--- config.mk ---
export PLATFORM = sky130hd
export DESIGN_NAME = dpad_conditioner_flat
export DESIGN_NICKNAME = d
export VERILOG_FILES = /design/src/rtl/frogger_pkg.sv /design/src/rtl/dpad_conditioner_if.sv /design/src/rtl/dpad_conditioner_debounce.sv /design/src/rtl/dpad_conditioner.sv /design/src/flat_wrapper.sv
export SDC_FILE = /design/constraint.sdc
export NUM_CORES = 1
export LEC_CHECK = 0
export BUFFER_PORTS_ARGS = -buffer_cell sky130_fd_sc_hd__buf_2
export CAP_MARGIN = 15
export CORE_MARGIN = 3
export CORE_UTILIZATION = 30
export DETAILED_ROUTE_END_ITERATION = 10
export MAX_ROUTING_LAYER = met4
export PLACE_DENSITY = 0.5
export SYNTH_ARGS = -nofsm -noshare
export SYNTH_HDL_FRONTEND = slang
export SYNTH_SLANG_ARGS = --single-unit
--- constraint.sdc ---
create_clock -name clk -period 6.8 [get_ports clk]
set_input_delay 0.68 -clock clk [delete_from_list [all_inputs] [get_ports clk]]
set_output_delay 0.68 -clock clk [all_outputs]
set_load 0.02 [all_outputs]
--- src/rtl/frogger_pkg.sv ---
// Shared types and constants for the frogger d-pad path: direction indices,
// the packed d-pad type, the conditioner FSM states and small helpers.
package frogger_pkg;

    // Bit positions within a packed d-pad word {right, up, down, left}.
    localparam int DIR_LEFT  = 0;
    localparam int DIR_DOWN  = 1;
    localparam int DIR_UP    = 2;
    localparam int DIR_RIGHT = 3;

    typedef logic [3:0] dpad_t;

    typedef enum logic {
        IDLE,
        COOLDOWN
    } dpad_state_t;

    // Width of a counter that must hold the values 0 .. n-1 (at least 1 bit).
    function automatic int cnt_width(input int unsigned n);
        return (n > 1) ? $clog2(n) : 1;
    endfunction

    // Reduce simultaneous press events to a single direction:
    // up > down > left > right. Losers are simply discarded.
    function automatic dpad_t arbitrate(input dpad_t ev);
        dpad_t win;
        win = '0;
        if (ev[DIR_UP])
            win[DIR_UP] = 1'b1;
        else if (ev[DIR_DOWN])
            win[DIR_DOWN] = 1'b1;
        else if (ev[DIR_LEFT])
            win[DIR_LEFT] = 1'b1;
        else if (ev[DIR_RIGHT])
            win[DIR_RIGHT] = 1'b1;
        return win;
    endfunction

endpackage

--- src/rtl/dpad_conditioner_if.sv ---
// Button-side bundle of the d-pad conditioner: raw pins and enable in,
// move strobes, jump-sound strobes and debounced levels out.
interface dpad_conditioner_if;
    import frogger_pkg::*;

    dpad_t buttons_raw;
    logic  enable;
    dpad_t move;
    logic  jump_forward;
    logic  jump_backward;
    logic  jump_left;
    logic  jump_right;
    dpad_t held;

    modport master (
        output buttons_raw, enable,
        input  move, jump_forward, jump_backward, jump_left, jump_right, held
    );

    modport slave (
        input  buttons_raw, enable,
        output move, jump_forward, jump_backward, jump_left, jump_right, held
    );

endinterface

--- src/rtl/dpad_conditioner_debounce.sv ---
// Single-bit two-flop synchroniser followed by a debounce counter. The
// debounced level only flips after the synchronised input has disagreed with
// it for DEBOUNCE_CYCLES consecutive cycles.
module debounce
    import frogger_pkg::*;
#(
    parameter int unsigned DEBOUNCE_CYCLES = 251000
) (
    input  logic clk,
    input  logic reset_n,
    input  logic din,
    output logic level
);

    localparam int DW = cnt_width(DEBOUNCE_CYCLES);
    localparam logic [DW-1:0] DB_LAST = DW'(DEBOUNCE_CYCLES - 1);

    logic [1:0]    sync_q;
    logic [DW-1:0] cnt;

    // Synchronise the pin and accept a new level once it has been stable long enough.
    always_ff @(posedge clk or negedge reset_n) begin
        if (!reset_n) begin
            // NOTE: the synchroniser flops are reset along with the counter so a
            // button held through reset is seen as a fresh 0->1 once debounced.
            sync_q <= '0;
            cnt    <= '0;
            level  <= 1'b0;
        end else begin
            // NOTE: non-blocking assignments here so every flop samples the
            // pre-edge values; blocking would collapse the two-flop chain.
            sync_q <= {sync_q[0], din};
            if (sync_q[1] == level) begin
                cnt <= '0;
            end else if (cnt == DB_LAST) begin
                level <= ~level;
                cnt   <= '0;
            end else if (cnt != '1) begin
                cnt <= cnt + 1'b1;
            end
        end
    end

endmodule

--- src/rtl/dpad_conditioner.sv ---
// D-pad conditioner: debounces the four raw buttons, turns rising edges of the
// debounced levels into single arbitrated one-cycle move strobes, enforces a
// post-move cooldown and optionally re-fires a held direction.
module dpad_conditioner
    import frogger_pkg::*;
#(
    parameter int unsigned DEBOUNCE_CYCLES = 251000,
    parameter int unsigned COOLDOWN_CYCLES = 2510000,
    parameter int unsigned REPEAT_CYCLES   = 0,
    parameter bit          ACTIVE_LOW      = 1'b0
) (
    input logic               clk,
    input logic               reset_n,
    dpad_conditioner_if.slave bus
);

    localparam int CW = cnt_width(COOLDOWN_CYCLES);
    localparam int RW = cnt_width(REPEAT_CYCLES);
    localparam logic [CW-1:0] CD_LAST = CW'((COOLDOWN_CYCLES > 0) ? COOLDOWN_CYCLES - 1 : 0);
    localparam logic [RW-1:0] RP_LAST = RW'((REPEAT_CYCLES > 0) ? REPEAT_CYCLES - 1 : 0);

    dpad_t       held_lvl;
    dpad_t       held_prev;
    dpad_t       press;
    dpad_t       win;
    dpad_t       fire_dir;
    dpad_t       move_q,   move_n;
    dpad_t       last_dir, last_dir_n;
    dpad_state_t state,    state_n;
    logic [CW-1:0] cd_cnt,   cd_cnt_n;
    logic [RW-1:0] hold_cnt, hold_cnt_n;
    logic        armed,    armed_n;
    logic        held_last;
    logic        rp_hit;

    for (genvar i = 0; i < 4; i++) begin : g_btn
        debounce #(
            .DEBOUNCE_CYCLES(DEBOUNCE_CYCLES)
        ) u_debounce (
            .clk    (clk),
            .reset_n(reset_n),
            .din    (bus.buttons_raw[i] ^ ACTIVE_LOW),
            .level  (held_lvl[i])
        );
    end

    // Press events are rising edges of the debounced levels only.
    assign press     = held_lvl & ~held_prev;
    assign win       = arbitrate(press);
    // 'armed' means last_dir came from a strobe and has been held ever since.
    assign held_last = |(held_lvl & last_dir);
    assign rp_hit    = (REPEAT_CYCLES != 0) && armed && held_last && (hold_cnt == RP_LAST);

    // Next-state, strobe, cooldown and hold-to-repeat decisions.
    always_comb begin
        // NOTE: every output of this block gets a default first, so no path
        // through the branches below can leave a value unassigned (no latches).
        state_n    = state;
        cd_cnt_n   = cd_cnt;
        hold_cnt_n = hold_cnt;
        last_dir_n = last_dir;
        armed_n    = armed;
        move_n     = '0;
        fire_dir   = '0;

        if (state == IDLE) begin
            if (|win)
                fire_dir = win;
            else if (rp_hit)
                fire_dir = last_dir;
        end

        if (!bus.enable) begin
            state_n    = IDLE;
            cd_cnt_n   = '0;
            hold_cnt_n = '0;
            armed_n    = 1'b0;
        end else if (|fire_dir) begin
            move_n     = fire_dir;
            last_dir_n = fire_dir;
            armed_n    = 1'b1;
            hold_cnt_n = '0;
            cd_cnt_n   = '0;
            state_n    = (COOLDOWN_CYCLES == 0) ? IDLE : COOLDOWN;
        end else begin
            armed_n = armed && held_last;
            case (state)
                IDLE: begin
                    if (armed && held_last)
                        hold_cnt_n = (hold_cnt == '1) ? hold_cnt : hold_cnt + 1'b1;
                    else
                        hold_cnt_n = '0;
                end
                COOLDOWN: begin
                    hold_cnt_n = '0;
                    if (cd_cnt == CD_LAST) begin
                        state_n  = IDLE;
                        cd_cnt_n = '0;
                    end else begin
                        cd_cnt_n = cd_cnt + 1'b1;
                    end
                end
                default: begin
                    state_n  = IDLE;
                    cd_cnt_n = '0;
                end
            endcase
        end
    end

    // State, counters and the registered strobe.
    always_ff @(posedge clk or negedge reset_n) begin
        if (!reset_n) begin
            state     <= IDLE;
            cd_cnt    <= '0;
            hold_cnt  <= '0;
            last_dir  <= '0;
            armed     <= 1'b0;
            held_prev <= '0;
            move_q    <= '0;
        end else begin
            state     <= state_n;
            cd_cnt    <= cd_cnt_n;
            hold_cnt  <= hold_cnt_n;
            last_dir  <= last_dir_n;
            armed     <= armed_n;
            held_prev <= held_lvl;
            move_q    <= move_n;
        end
    end

    assign bus.move          = move_q;
    assign bus.jump_forward  = move_q[DIR_UP];
    assign bus.jump_backward = move_q[DIR_DOWN];
    assign bus.jump_left     = move_q[DIR_LEFT];
    assign bus.jump_right    = move_q[DIR_RIGHT];
    assign bus.held          = held_lvl;

endmodule

--- src/flat_wrapper.sv ---
// flat-port wrapper written by rule: the top's interface ports become plain ports
module dpad_conditioner_flat import frogger_pkg::*;
#(
    parameter int unsigned DEBOUNCE_CYCLES = 251000,
    parameter int unsigned COOLDOWN_CYCLES = 2510000,
    parameter int unsigned REPEAT_CYCLES   = 0,
    parameter bit          ACTIVE_LOW      = 1'b0
)
  (clk, reset_n, bus_buttons_raw, bus_enable, bus_move, bus_jump_forward, bus_jump_backward, bus_jump_left, bus_jump_right, bus_held);
  dpad_conditioner_if bus_i ();
  input logic clk;
  input logic reset_n;
  input wire logic [$bits(bus_i.buttons_raw)-1:0] bus_buttons_raw;
  input wire logic [$bits(bus_i.enable)-1:0] bus_enable;
  output wire logic [$bits(bus_i.move)-1:0] bus_move;
  output wire logic [$bits(bus_i.jump_forward)-1:0] bus_jump_forward;
  output wire logic [$bits(bus_i.jump_backward)-1:0] bus_jump_backward;
  output wire logic [$bits(bus_i.jump_left)-1:0] bus_jump_left;
  output wire logic [$bits(bus_i.jump_right)-1:0] bus_jump_right;
  output wire logic [$bits(bus_i.held)-1:0] bus_held;
  assign bus_i.buttons_raw = bus_buttons_raw;
  assign bus_i.enable = bus_enable;
  assign bus_move = bus_i.move;
  assign bus_jump_forward = bus_i.jump_forward;
  assign bus_jump_backward = bus_i.jump_backward;
  assign bus_jump_left = bus_i.jump_left;
  assign bus_jump_right = bus_i.jump_right;
  assign bus_held = bus_i.held;
  dpad_conditioner #(.DEBOUNCE_CYCLES(DEBOUNCE_CYCLES), .COOLDOWN_CYCLES(COOLDOWN_CYCLES), .REPEAT_CYCLES(REPEAT_CYCLES), .ACTIVE_LOW(ACTIVE_LOW)) u_core (.clk(clk), .reset_n(reset_n), .bus(bus_i));
endmodule
# Word-level counts from Yosys, hierarchy flattened
# Cells that the tools add are included.
[totals]
register_bits = 115
inputBits = 7
output_inout_bits = 12
word_cells = 88
[classes]
reduce_logical = 10
n_bitwise = 10
n_eq_ne = 14
addsub = 5
muxes = 33
[op_table]
columns = ["cell", "count"]
rows = [
  ["$mux W18", 12],
  ["$mux W22", 4],
  ["$add A18 B1 Y18 const B", 4],
  ["$eq A18 B18 Y1 const B", 4],
  ["$ne A18 B18 Y1 const B", 4],
  ["$add A22 B1 Y22 const B", 1],
  ["$eq A22 B22 Y1 const B", 1],
  ["$mux W4", 4],
  ["$mux W1", 12],
  ["$reduce_bool A3 Y1", 4],
  ["$not A1 Y1", 8],
  ["$reduce_and A2 Y1", 4],
  ["$reduce_or A4 Y1", 2],
  ["$and A4 B4 Y4", 1],
  ["$eq A1 B1 Y1", 4],
  ["$not A4 Y4", 1],
  ["$ne A3 B1 Y1 const B", 1],
  ["$mux W2", 1],
]

# Logic depth before layout (Yosys ltp)
# Gate-level depths: netlist of run 1.
[logic_depth]
ltp_word = 12
depth_mapped = 9
mapped_depth_nobuf = 6

# Hierarchy
# A second synthesis of run 1 with hierarchy kept.
[hier_totals]
hier_cells = 702
area_unflattened_um2 = 6590.1
[by_module_without_submodules]
columns = ["mod", "n_inst", "cells_per_inst", "seq_area_each_um2", "area_each_um2"]
rows = [
  ["debounce", 4, 131, 525.5, 1226.2],
  ["dpad_conditioner", 1, 178, 775.7, 1685.4],
]

# Worst setup path before layout of run 1
# Ideal clock, no wire load.
[synth_path]
path_kind = "flip-flop to flip-flop"
start = "reg u_core.cd_cnt[12]"
end = "reg u_core.cd_cnt[21]"
setup_time_ps = 139
required_time_ps = 6661
synth_period_minus_slack_ps = 2336
n_path_buf = 2
path_stages_with_launch = 8
path_slack_ps = 4464
t_arrival_ps = 2198
cell_sequence = "dfrtp_1 > or4_1 > or4_1 > o311a_1 > buf_6 > buf_6 > a31oi_1 > a31oi_1"
[synth_between]
elab_chain_cells = 5
elab_cells_between_ends = 6
cone_classes = "add/sub: 1; eq/ne: 1; mux: 4"
[synth_rtl]
columns = ["item", "line_no", "rtl"]
rows = [
  ["from (decl)", "dpad_conditioner.sv:30", "logic [CW-1:0] cd_cnt, cd_cnt_n;"],
  ["from (signal assigned)", "dpad_conditioner.sv:123", "cd_cnt <= cd_cnt_n;"],
  ["$add A22 B1 Y22 / $eq A22 B22 Y1 (equally long branches)", "dpad_conditioner.sv:100, dpad_conditioner.sv:96", ""],
  ["$mux W22 *", "dpad_conditioner.sv:96", "if (cd_cnt == CD_LAST) begin"],
  ["$mux W22 *", "dpad_conditioner.sv:87", "case (state)"],
  ["$mux W22 *", "dpad_conditioner.sv:78", "end else if (|fire_dir) begin"],
  ["$mux W22 *", "dpad_conditioner.sv:73", "if (!bus.enable) begin"],
]
# Every way passes the cells marked *; elsewhere a longest branch is shown, timed or not. The select of a mux whose other input is x is not followed.
# A chain may end at the register's enable or synchronous reset.

# Final worst setup path of run 1
[layout_path]
start = "reg u_core.cd_cnt[12]"
end = "reg u_core.cd_cnt[9]"
[layout_between]
elab_chain_cells = 5
[layout_rtl]
columns = ["item", "line_no"]
rows = [
  ["$eq A22 B22 Y1", "dpad_conditioner.sv:96"],
  ["$mux W22", "dpad_conditioner.sv:96"],
  ["$mux W22", "dpad_conditioner.sv:87"],
  ["$mux W22", "dpad_conditioner.sv:78"],
  ["$mux W22", "dpad_conditioner.sv:73"],
]
# Every way passes these cells. The select of a mux whose other input is x is not followed.

==> out/results.txt, run 1 <==
Clock Sinks - 115
Cts hold-fix bufs - 0
Post-CTS setup repair buffer count - 0
Slew @ Worst Pin - 896.8 ps
Layout area overhead - 15.61%
Layout cell share with drive strength beyond 1 - 0.1025
CP required - 7100 ps
Yosys cell types - 48
Critical path capture point - u_core.cd_cnt[9]
Row count - 50
CTS Buf Count - 17
Final hold violation count - 0
CP Class - reg2reg
Final period util - 0.4116
Switching part of the total - 0.2297
Antenna Nets Post-Route - 0
Clock network power share - 0.545
I/O pin cnt - 19
Worst skew pair latency - 420 ps
Setup crit start kind - flop
Slew Viols, Final - 0
Die ar. - 0.02127 sq mm
Cells after Synth - 619
Relative slew slack - 0.4022
Most frequent cells in the layout - 115 x dfrtp_1, 84 x nor2_1, 45 x nand2_1, 43 x nand3_1, 30 x a21oi_1
Htree depth - 4
Peak VDD IR - 0.00009046 V
Worst hold path type - in2async
Post-cts repair resize count - 0
DP HPWL - 8287 um
Wirelength per Cell - 13.56 um
Antenna Cells - 0
Fillers - 1,904
Clock Tree Buf Depth - 2
Final setup fails - 0
Synthesized cell area - 0.005866 sq mm
Die width - 145.8 um
Drt total wl - 12,260 um
Post-synth top flop - dfrtp_1
Global route total overflow - 0
FF-to-FF path depth - 6
GRT Total Usage - 0.1243
Commonest non-fill, non-tap cell in the layout - dfrtp_1
Total net switching power - 374.5 uW
Largest net degree at the start of global routing - 73
Register-to-register setup slack - 4000 ps
Final min period - 2799 ps
Status - finished, final reports clean
Initial antenna violation count - 0
Number of synthesized flops with an enable pin - 0
Vias post-DR - 4,606
Starting Density - 0.3094
Worst-path clk slew - 60 ps
Area leader, netlist - dfrtp_1
CP Max Fanout - 27
Sequential power share - 0.430
CP Capture Type - flop
Critical path startpoint - u_core.cd_cnt[12]
Syn_area_per_cell - 9.476 sq um
Setup TNS Final - 0 ps
Routability cong. - 0.8003
Top cell type's share of synthesized area - 0.4906
Max-cap violation count - 0
Warnings, synthesis - 0
Lkg Pwr - 2.759 nW
Share of total power in combinational logic - 0.025
R2R Path Start - u_core.cd_cnt[12]
Core Area - 0.01896 sq mm
DRC violations left - 0
#FFs+latches synth - 115
Initial DRC count - 287
Clock Skew - 7.791 ps
RSZ-0062 raised after global routing - false
Die height - 145.8 um
Fin nets - 643
Design area - 0.006782 sq mm
Synth area leaders - dfrtp_1 49%, nor2_1 5.4%, xnor2_1 4.2%
Worst EP arrival - 3100 ps
Power Internal - 1.256 mW
Vias/cell - 5.095
Fmax - 0.3573 GHz
Syn_nets - 631
First-pass GRT wire length - 21,250 um
CTS root buf - clkbuf_16
Reg2reg end - u_core.cd_cnt[9]
PortBufs - 18
Share of flip-flops with an asynchronous set or reset - 1.000
DRT Pass-1 Iters - 4
CTS tree - yes
Placement-stage cell area - 0.006148 sq mm
Seq/Total Area, Yosys - 0.4906
PD cells - 240.4 mW/mm^2
Vias in the first global route - 4,390
## layout make-up
type / count / area [sq um] / share of cell area
Inverter: 8 / 30.03 / 0.004428
Multi-Input combinational cell: 465 / 2793 / 0.4118
Clock buffer: 18 / 439.2 / 0.06476
Tap cell: 260 / 325.3 / 0.04797
Clock inverter: 14 / 155.1 / 0.02288
Timing Repair Buffer: 24 / 161.4 / 0.02380
Sequential cell: 115 / 2878 / 0.4244
## metal layers
metal  vias to the layer above  share of wire  track usage
met5                         -              0            -
met4                         0          0.017      0.05081
met3                        17          0.036      0.03177
met2                        72           0.44       0.1842
met1                      2246           0.50       0.1625
li1                       2271              -            -
## logic make-up (layout without fill, tap and decap cells)
family | after synthesis | count (layout) | synth area share
and+or+nand+nor | 290 | 290 | 0.2523
AOI/OAI and AO/OA | 106 | 106 | 0.1133
buffers and inverters | 39 | 64 | 0.03413
DFF | 115 | 115 | 0.4906
xor gates and xnor gates | 53 | 53 | 0.07914
muxes | 11 | 11 | 0.01984
adders and majority gates | 5 | 5 | 0.01067
## worst min path at each step
stage / start / to / slack, ps / depth (start not counted)
detailed placement: u_core.g_btn[3].u_debounce.sync_q[0] / u_core.g_btn[3].u_debounce.sync_q[1] / 330 / 0
floorplan: u_core.g_btn[0].u_debounce.sync_q[0] / u_core.g_btn[0].u_debounce.sync_q[1] / 330 / 0
global placement: u_core.g_btn[3].u_debounce.sync_q[0] / u_core.g_btn[3].u_debounce.sync_q[1] / 340 / 0
global route: reset_n / u_core.g_btn[2].u_debounce.cnt[12] / 300 / 1
CTS: reset_n / u_core.g_btn[2].u_debounce.sync_q[1] / 260 / 1
finish: reset_n / u_core.g_btn[2].u_debounce.sync_q[1] / 250 / 1
## registers in the layout, indices dropped and copies added (netlist names)
signal	count
u_core.g_btn.u_debounce.cnt	72
u_core.cd_cnt	22
u_core.g_btn.u_debounce.sync_q	8
u_core.bus.move	4
u_core.g_btn.u_debounce.level	4
u_core.held_prev	4
u_core.state	1
## critical path, stage by stage (launching register included)
cell and delay [ps]:
dfrtp_1 420, or4_1 520, or4_1 500, o311a_1 560, buf_16 240, and3_1 170, a221o_1 250
## power groups by stage
| stage | clock [mW] | sequential [mW] | combinational (mW) |
|---|---|---|---|
| after global placement | 0 | 0.713 | 0.0406 |
| after CTS | 0.915 | 0.701 | 0.0417 |
| after floorplan | 0 | 0.711 | 0.0196 |
| after global routing | 0.948 | 0.702 | 0.0480 |
| after detailed placement | 0 | 0.713 | 0.0417 |
| final | 0.889 | 0.701 | 0.0401 |
## metrics by stage
step                      hold WS [ps]  setup WS [ps]  cells  utilization  power, mW
after CTS                        263.2           3855    902       0.3557      1.658
after detailed placement         334.7           3857    870       0.3244     0.7548
after global routing             297.4           3873    904       0.3578      1.697
after floorplan                  331.2           4464    619            -     0.7306
after global placement           337.2           3874    870       0.3244     0.7533
final                            252.0           4001    904       0.3578      1.630
## Yosys cell counts, types with 10 or more instances
cell	count
a31oi_1	21
clkbuf_1	18
o21ai_0	20
nand2_1	45
nor3_1	20
nand2b_1	10
nand4_1	22
xnor2_1	28
a211oi_1	12
nor4_1	10
and3_1	17
nor2_1	84
a21oi_1	30
nand3_1	43
xor2_1	25
and4_1	11
dfrtp_1	115
Power figures use the tool's default switching activity.
==> inputs of run 2 (changes only) <==
==> constraint.sdc (replaced) <==
create_clock -name clk -period 2.6 [get_ports clk]
set_input_delay 0.26 -clock clk [delete_from_list [all_inputs] [get_ports clk]]
set_output_delay 0.26 -clock clk [all_outputs]
set_load 0.02 [all_outputs]
==> out/results.txt, run 2 (same netlist as run 1, synthesis figures left out) <==
Cell family with most CP delay - simple AND/OR/NAND/NOR gates
Relative slew slack - 0.4782
Largest net degree at the start of global routing - 57
Starting Density - 0.3094
Switching part of the total - 0.2062
Lkg Pwr - 2.828 nW
Vias/cell - 5.198
PortBufs - 18
Worst Slack Setup Final - 115.4 ps
Worst skew pair latency - 410 ps
Worst EP arrival - 2760 ps
PD cells - 610.1 mW/mm^2
CP Capture Type - flop
Clock Skew - 7.752 ps
Commonest non-fill, non-tap cell in the layout - dfrtp_1
DP HPWL - 8775 um
Global route total overflow - 0
Die width - 145.8 um
Reg2reg end - u_core.cd_cnt[19]
Layout cell share with drive strength beyond 1 - 0.1050
Power Internal - 3.327 mW
RSZ-0062 raised after global routing - false
CTS Buf Count - 17
Final setup fails - 0
CP Max Fanout - 23
Vias in the first global route - 4,527
Die ar. - 0.02127 sq mm
Antenna Nets Post-Route - 0
Critical path capture point - u_core.cd_cnt[19]
Clock Tree Buf Depth - 2
First-pass GRT wire length - 22,030 um
Clock Sinks - 115
Row count - 50
Critical path startpoint - u_core.cd_cnt[12]
Worst path cell trace - or4_1 > or4_1 > o311a_4 > buf_4 > a41oi_1 > a31oi_1
Most flop-heavy register - u_core.g_btn.u_debounce.cnt
Routability cong. - 0.8233
Fin nets - 657
Core Area - 0.01896 sq mm
Design area - 0.006869 sq mm
Sequential power share - 0.438
Total net switching power - 864.2 uW
Slew @ Worst Pin - 775.5 ps
Max FFs per register - 72
CP required - 2870 ps
Worst hold path type - in2reg
Biggest regs - u_core.g_btn.u_debounce.cnt: 72 flops, u_core.cd_cnt: 22 flops, u_core.g_btn.u_debounce.sync_q: 8 flops
Slew Viols, Final - 0
Min Hold Slack - 145.1 ps
Setup crit start kind - flop
Fmax - 0.4025 GHz
FF-to-FF path depth - 6
Fillers - 1,875
Critical path depth - 6
Slowest cell on crit path - or4_1
CP dominant cell by count - or4_1
Layout area overhead - 17.11%
Initial DRC count - 361
Htree depth - 4
Max-cap violation count - 0
Die height - 145.8 um
Register-to-register setup slack - 120 ps
Worst-path clk slew - 50 ps
Most frequent cells in the layout - 115 x dfrtp_1, 84 x nor2_1, 45 x nand2_1, 43 x nand3_1, 30 x a21oi_1
Max incr delay on CP - 530 ps
Final min period - 2485 ps
Antenna Cells - 0
Final hold violation count - 0
Final period util - 0.9556
Share of total power in combinational logic - 0.029
CTS root buf - clkbuf_16
Placement-stage cell area - 0.006243 sq mm
Peak VDD IR - 0.0004074 V
Status - finished, final reports clean
DRC violations left - 0
Wirelength per Cell - 14.10 um
R2R Path Start - u_core.cd_cnt[12]
Initial antenna violation count - 0
Post-CTS setup repair buffer count - 0
Drt total wl - 12,930 um
DP Worst Slack - 116.1 ps
CTS tree - yes
Clock network power share - 0.533
GRT Total Usage - 0.1290
CP Buf/Inv Count - 1
CP Class - reg2reg
I/O pin cnt - 19
DRT Pass-1 Iters - 5
Vias post-DR - 4,767
Setup TNS Final - 0 ps
## run 2: power by group through the flow
stage / combinational (mW) / sequential [mW] / clock (mW)
after CTS: 0.125 / 1.84 / 2.31
after global routing: 0.140 / 1.84 / 2.39
after global placement: 0.116 / 1.86 / 0
after detailed placement: 0.120 / 1.87 / 0
final: 0.120 / 1.84 / 2.23
after floorplan: 0.0512 / 1.86 / 0
## run 2: repair_timing
action	CTS	global route
resized for setup	0	1
hold endpoints to repair	57	0
hold buffers	5	0
setup endpoints to repair	0	2
## run 2: how the worst min path moves through the flow
| stage | start | endpoint | slack, ps | cells past startpoint |
|---|---|---|---|---|
| 2_1_floorplan | reset_n | u_core.bus.move[0] | -40 | 0 |
| 3_3_place_gp | u_core.g_btn[3].u_debounce.sync_q[0] | u_core.g_btn[3].u_debounce.sync_q[1] | 330 | 0 |
| 3_5_place_dp | u_core.g_btn[3].u_debounce.sync_q[0] | u_core.g_btn[3].u_debounce.sync_q[1] | 340 | 0 |
| 4_1_cts | bus_enable | u_core.state | 110 | 3 |
| 5_1_grt | bus_enable | u_core.bus.move[2] | 130 | 3 |
| 6_report | bus_enable | u_core.state | 150 | 3 |
## run 2: final cells by class
cell class | instances | area [sq um] | area share
flip-flops and latches | 115 | 2878 | 0.4189
multi-input cells | 465 | 2804 | 0.4082
clock buffers | 26 | 489.2 | 0.07122
well taps | 260 | 325.3 | 0.04736
repair buffers | 38 | 267.8 | 0.03898
clock inverters | 5 | 75.07 | 0.01093
inverters | 8 | 30.03 | 0.004372
## run 2: routing by layer
layer	vias up	part of all wire	track usage
met5	-	0	-
met4	0	0.0081	0.04701
met3	8	0.042	0.03301
met2	96	0.44	0.1868
met1	2359	0.51	0.1747
li1	2304	-	-
## run 2: worst min-delay path, cell delays in order
cell	delay [ps]
buf_2	130
o21ai_0	80
a21oi_1	40
## run 2: metrics by stage
stage            util  total power [mW]  instances
6_report       0.3624             4.191        917
4_1_cts        0.3618             4.266        917
5_1_grt        0.3624             4.370        917
3_3_place_gp   0.3294             1.980        881
2_1_floorplan       -             1.911        619
3_5_place_dp   0.3294             1.986        881
==> inputs of run 3 (changes only) <==
==> constraint.sdc (replaced) <==
create_clock -name clk -period 2.3 [get_ports clk]
set_input_delay 0.23 -clock clk [delete_from_list [all_inputs] [get_ports clk]]
set_output_delay 0.23 -clock clk [all_outputs]
set_load 0.02 [all_outputs]
==> out/results.txt, run 3 (same netlist as run 1, synthesis figures left out) <==
I/O pin cnt - 19
First-pass GRT wire length - 22,240 um
Clock Tree Buf Depth - 2
Status - finished, final reports clean
DRC violations left - 0
Drt total wl - 12,930 um
Starting Density - 0.3094
Core Area - 0.01896 sq mm
Clock network power share - 0.557
GRT Total Usage - 0.1313
Worst-path clk slew - 60 ps
Max-cap violation count - 0
Die ar. - 0.02127 sq mm
Largest net degree at the start of global routing - 70
Htree depth - 4
Total power - 4.978 mW
Fmax - 0.4376 GHz
Setup crit start kind - flop
Wirelength per Cell - 13.95 um
Routability cong. - 0.8238
Final period util - 0.9935
Vias/cell - 5.105
CTS tree - yes
Fin nets - 666
Initial DRC count - 309
Final min period - 2285 ps
Relative slew slack - 0.5450
RSZ-0062 raised after global routing - true
DP HPWL - 8560 um
Initial antenna violation count - 0
CP Class - reg2reg
Register-to-register setup slack - 10 ps
Worst skew pair latency - 410 ps
Antenna Cells - 0
CP Capture Type - flop
Antenna Nets Post-Route - 0
Placed Cells - 886
Die height - 145.8 um
Share of total power in combinational logic - 0.027
Vias in the first global route - 4,554
Row count - 50
Power Internal - 3.953 mW
Slew Viols, Final - 0
DRT Pass-1 Iters - 4
Slew @ Worst Pin - 680.0 ps
Most flop-heavy register - u_core.g_btn.u_debounce.cnt
Global route total overflow - 0
Final hold violation count - 0
Peak VDD IR - 0.0004487 V
R2R Path Start - u_core.cd_cnt[12]
Most frequent cells in the layout - 115 x dfrtp_1, 84 x nor2_1, 45 x nand2_1, 43 x nand3_1, 30 x a21oi_1
Layout Cells excl Fill - 927
CTS root buf - clkbuf_16
Commonest non-fill, non-tap cell in the layout - dfrtp_1
Max FFs per register - 72
Switching part of the total - 0.2059
Worst EP arrival - 2590 ps
Clock Skew - 9.438 ps
Layout area overhead - 21.22%
Clock Sinks - 115
CP Max Fanout - 6
Total net switching power - 1.025 mW
Die width - 145.8 um
Worst hold path type - in2reg
Min-delay src - bus_enable
Biggest regs - u_core.g_btn.u_debounce.cnt: 72 flops, u_core.cd_cnt: 22 flops, u_core.g_btn.u_debounce.sync_q: 8 flops
CTS Buf Count - 17
PD cells - 700.1 mW/mm^2
Critical path startpoint - u_core.cd_cnt[12]
Sequential power share - 0.417
Final setup fails - 0
Layout cell share with drive strength beyond 1 - 0.1334
CP required - 2600 ps
Lkg Pwr - 2.920 nW
PortBufs - 18
Vias post-DR - 4,732
[run 3: cell count changes in the layout (fill, tap and decap cells not counted), sizes merged]
cell      change
buf           +8
bufbuf        +1
bufinv        +2
clkbuf        -4
clkinv        +1
clkinvlp      +2
[run 3: worst paths after layout]
path / end / depth (start not counted)
worst max register to register: u_core.cd_cnt[1] / 5
worst max-delay path: u_core.cd_cnt[1] / 5
worst min register to register: u_core.g_btn[3].u_debounce.sync_q[1] / 0
min in group asynchronous: u_core.g_btn[2].u_debounce.cnt[13] / 3
max in group asynchronous: u_core.cd_cnt[14] / 3
worst min-delay path: u_core.bus.move[2] / 3
[run 3: final cells by class]
cell class,count,area (sq um)
clock inverters,10,155.1
fillers,1861,11850
repair buffers,47,400.4
flip-flops and latches,115,2878
inverters,8,30.03
well taps,260,325.3
clock buffers,22,464.2
multi-input cells,465,2858
[run 3: routing by layer]
layer,vias up,track usage,wire (um)
li1,2323,-,-
met1,2325,0.1730,6474
met2,68,0.1940,5810
met3,16,0.03768,434
met4,0,0.04511,211
met5,-,-,0
[run 3: timing repair]
| action | in CTS | in global routing |
|---|---|---|
| endpoints found under the setup margin | 15 | 18 |
| hold buffers | 5 | 0 |
| pin swaps | 3 | 1 |
| endpoints found under the hold margin | 119 | 0 |
| buffers inserted | 1 | 1 |
| gates cloned | 2 | 0 |
| gates resized for setup | 10 | 5 |
[run 3: power groups by stage]
stage               clock, mW  combinational, mW  sequential [mW]
floorplan                   0             0.0579             2.10
global placement            0              0.129             2.11
detailed placement          0              0.131             2.11
CTS                      2.85              0.139             2.07
global route             2.94              0.157             2.08
finish                   2.77              0.133             2.07
[run 3: stage by stage]
step             util  hold WS [ps]  worst slack, ps  area, sq um  setup TNS [ps]
5_1_grt        0.3751         147.4           -25.91         7111          -95.98
6_report       0.3751         141.1            14.93         7111               0
4_1_cts        0.3729         109.4           -32.79         7068          -85.94
2_1_floorplan       -        -65.59            25.51         5866               0
3_3_place_gp   0.3314         273.2           -63.52         6281          -163.0
3_5_place_dp   0.3314         271.9           -134.1         6281          -537.7
[run 3: worst max-delay path, cell delays in order (launching register included)]
cell       delay [ps]
dfrtp_1           370
or4_1             520
or4_4             430
o311a_4           400
bufbuf_16         290
a22o_1            170
